$ cat src/rtl/dm_pkg.sv
// -----------------------------------------------------------------------------
// dm_pkg
// Shared definitions for the data-memory responder:
//   - dm_state_t : responder FSM states (IDLE, WAIT, RESP)
//   - dm_cnt_t   : 4-bit wait-state counter type (WAIT_CYCLES range 0..15)
//   - dm_err_t   : per-cause error flags for a captured request
//   - dm_check() : derives dm_err_t from a captured address and command
// -----------------------------------------------------------------------------
package dm_pkg;

   localparam int unsigned CNT_W = 4;

   typedef logic [CNT_W-1:0] dm_cnt_t;

   typedef enum logic [1:0] {
      IDLE = 2'd0,
      WAIT = 2'd1,
      RESP = 2'd2
   } dm_state_t;

   // One flag per rejection cause; a request is rejected when any is set.
   typedef struct packed {
      logic misaligned;    // addr[1:0] != 0
      logic out_of_range;  // word index >= DEPTH
      logic bad_cmd;       // read == write (both or neither)
   } dm_err_t;

   function automatic dm_err_t dm_check(input logic [31:0] addr,
                                        input logic        rd,
                                        input logic        wr,
                                        input int unsigned depth);
      dm_err_t e;
      e.misaligned   = (addr[1:0] != 2'b00);
      e.out_of_range = ({2'b00, addr[31:2]} >= depth);
      e.bad_cmd      = (rd == wr);
      return e;
   endfunction

endpackage

$ cat src/rtl/dm_array.sv
// -----------------------------------------------------------------------------
// dm_array
// DEPTH x 32-bit storage, synchronous write, registered read. Contents are
// never reset.
// Ports:
//   clk      : clock
//   i_we     : write enable (writes i_wdata to word i_addr)
//   i_re     : read enable (loads word i_addr into o_rdata)
//   i_addr   : word index
//   i_wdata  : write data
//   o_rdata  : registered read data; holds its value while i_re is low
// -----------------------------------------------------------------------------
module dm_array #(
   parameter int unsigned DEPTH = 64,
   parameter int unsigned AW    = 6
) (
   input  logic          clk,
   input  logic          i_we,
   input  logic          i_re,
   input  logic [AW-1:0] i_addr,
   input  logic [31:0]   i_wdata,
   output logic [31:0]   o_rdata
);

   logic [31:0] r_mem [DEPTH];
   logic [31:0] r_rdata;

   always_ff @(posedge clk) begin
      if (i_we) begin
         r_mem[i_addr] <= i_wdata;
      end
      if (i_re) begin
         r_rdata <= r_mem[i_addr];
      end
   end

   assign o_rdata = r_rdata;

endmodule

$ cat src/rtl/dm_responder.sv
// -----------------------------------------------------------------------------
// dm_responder
// Single-outstanding data-memory responder for a CPU memory stage. A request
// accepted in IDLE waits WAIT_CYCLES cycles, performs its access, then holds
// the response until the CPU takes it.
// Parameters:
//   DEPTH       : number of 32-bit words stored
//   WAIT_CYCLES : added wait states per access (0..15)
// Ports:
//   clk, rst_n  : clock, asynchronous active-low reset
//   req_valid   : request present          req_ready : responder can accept
//   req_addr    : byte address             req_wdata : store data
//   req_read    : load request             req_write : store request
//   rsp_valid   : response available       rsp_ready : CPU accepts response
//   rsp_rdata   : load data (0 for stores/errors)
//   rsp_err     : request was rejected
// -----------------------------------------------------------------------------
module dm_responder
   import dm_pkg::*;
#(
   parameter int unsigned DEPTH       = 64,
   parameter int unsigned WAIT_CYCLES = 2
) (
   input  logic        clk,
   input  logic        rst_n,
   input  logic        req_valid,
   output logic        req_ready,
   input  logic [31:0] req_addr,
   input  logic [31:0] req_wdata,
   input  logic        req_read,
   input  logic        req_write,
   output logic        rsp_valid,
   input  logic        rsp_ready,
   output logic [31:0] rsp_rdata,
   output logic        rsp_err
);

   localparam int unsigned AW        = (DEPTH > 1) ? $clog2(DEPTH) : 1;
   localparam dm_cnt_t     WAIT_INIT = dm_cnt_t'(WAIT_CYCLES);

   dm_state_t   r_state;
   dm_cnt_t     r_cnt;
   logic [31:0] r_addr;
   logic [31:0] r_wdata;
   logic        r_read;
   logic        r_write;
   logic        r_req_ready;
   logic        r_rsp_valid;
   logic        r_rsp_err;
   logic        r_load_ok;

   dm_err_t     w_err;
   logic        w_bad;
   logic        w_access;
   logic        w_we;
   logic        w_re;
   logic [31:0] w_rdata;

   // Error decode works only on captured request fields, so nothing on req_*
   // reaches rsp_* combinationally.
   assign w_err    = dm_check(r_addr, r_read, r_write, DEPTH);
   assign w_bad    = |w_err;
   assign w_access = (r_state == WAIT) && (r_cnt == '0);
   assign w_we     = w_access && r_write && !w_bad;
   assign w_re     = w_access && r_read  && !w_bad;

   dm_array #(
      .DEPTH (DEPTH),
      .AW    (AW)
   ) u_array (
      .clk     (clk),
      .i_we    (w_we),
      .i_re    (w_re),
      .i_addr  (r_addr[AW+1:2]),
      .i_wdata (r_wdata),
      .o_rdata (w_rdata)
   );

   always_ff @(posedge clk or negedge rst_n) begin
      if (!rst_n) begin
         r_state     <= IDLE;
         r_cnt       <= '0;
         r_addr      <= '0;
         r_wdata     <= '0;
         r_read      <= 1'b0;
         r_write     <= 1'b0;
         r_req_ready <= 1'b1;
         r_rsp_valid <= 1'b0;
         r_rsp_err   <= 1'b0;
         r_load_ok   <= 1'b0;
      end else begin
         case (r_state)
            IDLE: begin
               if (req_valid && r_req_ready) begin
                  r_addr      <= req_addr;
                  r_wdata     <= req_wdata;
                  r_read      <= req_read;
                  r_write     <= req_write;
                  r_cnt       <= WAIT_INIT;
                  r_req_ready <= 1'b0;
                  r_state     <= WAIT;
               end
            end
            WAIT: begin
               if (r_cnt != '0) begin
                  r_cnt <= r_cnt - 1'b1;
               end else begin
                  // Access edge: the array captures its read word on this
                  // same edge, so r_load_ok gates a value that is valid
                  // from the first RESP cycle onward.
                  r_rsp_valid <= 1'b1;
                  r_rsp_err   <= w_bad;
                  r_load_ok   <= r_read && !w_bad;
                  r_state     <= RESP;
               end
            end
            RESP: begin
               if (rsp_ready) begin
                  r_rsp_valid <= 1'b0;
                  r_rsp_err   <= 1'b0;
                  r_load_ok   <= 1'b0;
                  r_req_ready <= 1'b1;
                  r_state     <= IDLE;
               end
            end
            default: begin
               r_state     <= IDLE;
               r_req_ready <= 1'b1;
            end
         endcase
      end
   end

   assign req_ready = r_req_ready;
   assign rsp_valid = r_rsp_valid;
   assign rsp_err   = r_rsp_err;
   assign rsp_rdata = r_load_ok ? w_rdata : '0;

endmodule

$ cat config.mk
export PLATFORM = sky130hd
export DESIGN_NAME = dm_responder
export DESIGN_NICKNAME = d
export VERILOG_FILES = /design/src/rtl/dm_pkg.sv /design/src/rtl/dm_array.sv /design/src/rtl/dm_responder.sv
export SDC_FILE = /design/constraint.sdc
export NUM_CORES = 2
export LEC_CHECK = 0
export ABC_AREA = 1
export CORE_UTILIZATION = 45
export CTS_CLUSTER_DIAMETER = 80
export CTS_CLUSTER_SIZE = 10
export DETAILED_ROUTE_END_ITERATION = 7
export PLACE_DENSITY_LB_ADDON = 0.08
export SKIP_LAST_GASP = 1
export SLEW_MARGIN = 40
export SYNTH_ARGS = -nofsm -noshare
export SYNTH_HDL_FRONTEND = slang
export SYNTH_SLANG_ARGS = --single-unit
$ cat constraint.sdc
create_clock -name clk -period 3.04 [get_ports clk]
set_clock_uncertainty 0.1 [all_clocks]
set_input_delay 0.456 -clock clk [delete_from_list [all_inputs] [get_ports clk]]
set_output_delay 0.456 -clock clk [all_outputs]
set_load 0.05 [all_outputs]
==> metrics.md <==
| Metric | Value |
|---|---|
| Routed wire length | 285.2 mm |
| GRT Util Overall | 28.02% |
| Synth Cell Area | 90550 µm² |
| Starting DRC count in detailed routing | 6617 |
| Starting Density | 45.31% |
| # IOs | 105 |
| Worst Hold Launch | req_addr[4] |
| Die height | 450.6 µm |
| Vias | 61.97k |
| Pre-CTS setup slack | 0.01233 ns |
| Peak supply drop | 712.2 µV |
| Hold Path End | r_addr[4] |
| CP endpoint kind | flop |
| Buf+Inv Stages, Crit Path | 3 |
| Critical path fanouts, max | 59 |
| Clock Path Buffers | 3 |
| Final Max Tran Viols | 0 |
| Share of the synthesized area in the top cell type | 68.98% |
| Multi-input gate area in the final layout | 24030 µm² |
| Number of synthesized flops with an enable pin | 2080 |
| Core Area | 199900 µm² |
| Final setup viols | 0 |
| Worst Setup Path Type | reg -> reg |
| Status | complete, no violations |
| Post-synth top flop | edfxtp_1 |
| Nets | 9204 |
| Worst-Skew Late Latency | 0.87 ns |
| Crit-path slowest cell | dfrtp_4 |
| Setup ws final | 0.03081 ns |
| Wire per inst | 24.02 µm |
| Post-Syn Nets | 8939 |
| Lkg Pwr | 43.85 nW |
| # port buffers | 104 |
| Via density per instance | 5.220 |
| Root buffer cell | clkbuf_16 |
| Worst endpoint required time | 3.55 ns |
| Synth Register Bits | 2156 |
| CTS buffer count | 234 |
| Initial antenna violation count | 18 |
| Startpoint Class | flop |
| # DRC | 0 |
| Worst-margin pin slew | 0.9496 ns |
| Max incr delay on CP | 0.66 ns |
| Shortest period the worst path allows | 3.009 ns |
| H-Tree Level Count | 4 |
| Synth warn | 0 |
| CTS tree | built |
| Final period utilization | 98.99% |
| Unrepaired setup endpoints after global routing | true |
| Post-synthesis cell type count | 29 |
| CP delay by family, top | simple AND/OR/NAND/NOR gates |
| Hpwl dp | 166.5 mm |
| First-pass GRT wire length | 412.5 mm |
| Final setup TNS | 0 ns |
| Cell Chain, Critical Path | inv_8 -> buf_12 -> buf_12 -> nand2_1 -> nand2_1 -> nand2_1 -> nand2_2 -> nor2_1 -> nand2_1 |
| Filler instances | 17.61k |
| P&R area growth vs syn | 15.51% |
| Reg-to-reg setup timing slack | 0.03 ns |
| Crit Reg-Reg Endpoint | u_array.o_rdata[16] |
| Num rows | 164 |
| Most frequent CP cell | nand2_1 |
| FF-to-FF path depth | 9 |
| Ys async rst share | 3.525% |
| Max cap viols | 0 |
| GR Overflow Total | 0 |
| Synth top area cells | edfxtp_1, nand2_1, dfrtp_1 |
| Fin cells | 11.87k |
| Post-synthesis sequential area ratio | 71.08% |
| Worst EP arrival | 3.51 ns |
| PwrDens | 954.1 nW/µm² |
| R2R Path Start | r_addr[4] |
| Final core utilization | 52.34% |
| Final hold violations | 0 |
| Clk pin slew, worst setup/hold paths | 0.06 ns |
| Area leader, netlist | edfxtp_1 |
| Die Wd | 450.6 µm |
| FF/Latch Area | 64430 µm² |
| Final Power | 99.80 mW |
| CTS sink cnt | 2156 |
| Vias in the first global route | 59.08k |
| Class of the worst hold path | in -> reg |
| First-pass iteration count of the detailed router | 6 |
| Syn Area/Cell | 10.21 µm² |
| Placed cells | 11.50k |
| Gpl congestion | 0.8496 |
| WHS Path Cells | 3 |
| Pin count of the biggest net entering global routing | 140 |
| Remaining antenna violation count | 0 |
| Die ar. | 203000 µm² |
| Share of cells above drive strength 1 | 8.048% |
| Relative slew slack | 36.69% |
| Post-synthesis instance total | 8867 |
| Max Fclk | 0.3323 GHz |
## stage by stage
step                hold slack, ns  area [µm²]
finish                     0.06974      104600
global route               0.04378      104600
CTS                       0.004701      104500
detailed placement          0.3528       97660
global placement            0.3497       97610
floorplan                  0.06041       90550
## layer usage
metal  wire, µm  share of wire, %  global-route usage (%)  vias to the layer above
met1     123200                43                   39.48                    30390
li1           -                 -                       -                    29050
met5         32             0.011                       0                        -
met2     132700                47                   44.73                     2164
met3      19830               7.0                   3.884                      369
met4       9422               3.3                   9.396                        4
## registers in the layout, summed over array words and instances (netlist names), 2 cells and up
signal           flops
r_wdata             32
r_cnt                4
r_addr              32
u_array.o_rdata     32
u_array.r_mem     2048
r_state              2
## cell families after synthesis
logic type / synth area share [%]
compound gates: 0.1644
buf+inv: 2.935
simple gates: 25.79
fa+ha+maj: 0.02763
flops: 71.08
## repair_timing
action / CTS / global route
hold buffers: 53 / 0
hold endpoints to repair: 125 / 0
cloned: 0 / 0
setup buffers: 0 / 0
resized for setup: 1 / 3
pin swaps: 0 / 0
endpoints found under the setup margin: 1 / 2
## tightest hold or removal path, delay by kind of cell
family / cells / cell delay [ns]
AO/OA/AOI/OAI: 1 / 0.08
buffers and inverters: 1 / 0.39
AND/OR/NAND/NOR: 1 / 0.07
## layout make-up
cell class | count | share of cell area [%]
sequential | 2156 | 61.60
multi-input combinational | 6197 | 22.97
timing repair buffer | 468 | 5.872
clock buffer | 296 | 5.861
tap | 2656 | 3.177
inverter | 75 | 0.2955
clock inverter | 15 | 0.1986
antenna | 9 | 0.02153
## synthesized netlist by cell type, drive strengths merged, types with 5 or more instances
| master | count |
|---|---|
| o211ai | 5 |
| buf | 312 |
| or2 | 7 |
| o21ai | 19 |
| clkbuf | 127 |
| nor3 | 10 |
| dfrtp | 75 |
| nor2 | 166 |
| nand2 | 5958 |
| nand3 | 23 |
| inv | 75 |
| edfxtp | 2080 |
## where the power goes
group / total [mW] / internal [mW] / leakage (nW) / switching [mW]
Clock: 25.0 / 13.9 / 3.08 / 11.1
Combinational: 35.5 / 9.45 / 21.0 / 26.0
Sequential: 39.3 / 36.9 / 19.8 / 2.42
Total: 99.8 / 60.2 / 43.8 / 39.6
## how the worst max path moves through the flow
stage	to	depth (start not counted)	from	slack, ns
floorplan	u_array.r_mem[0][0]	8	r_cnt[0]	-0.33
global placement	u_array.o_rdata[16]	13	r_addr[2]	0.003
detailed placement	u_array.o_rdata[16]	13	r_addr[2]	0.01
CTS	u_array.o_rdata[16]	13	r_addr[2]	0.01
global route	u_array.o_rdata[16]	13	r_addr[2]	-0.01
finish	u_array.o_rdata[16]	9	r_addr[4]	0.03
## cells in the final DEF (no fill, tap or decap), drive strengths merged, types with 10 or more instances in the layout
cell type,netlist,routed
buf,312,345
clkbuf,127,296
clkdlybuf4s50,0,71
dfrtp,75,75
dlygate4sd3,0,52
edfxtp,2080,2080
inv,75,85
nand2,5958,5958
nand3,23,23
nor2,166,166
nor3,10,10
o21ai,19,19
Note: power is estimated with default switching activity, not from simulation.
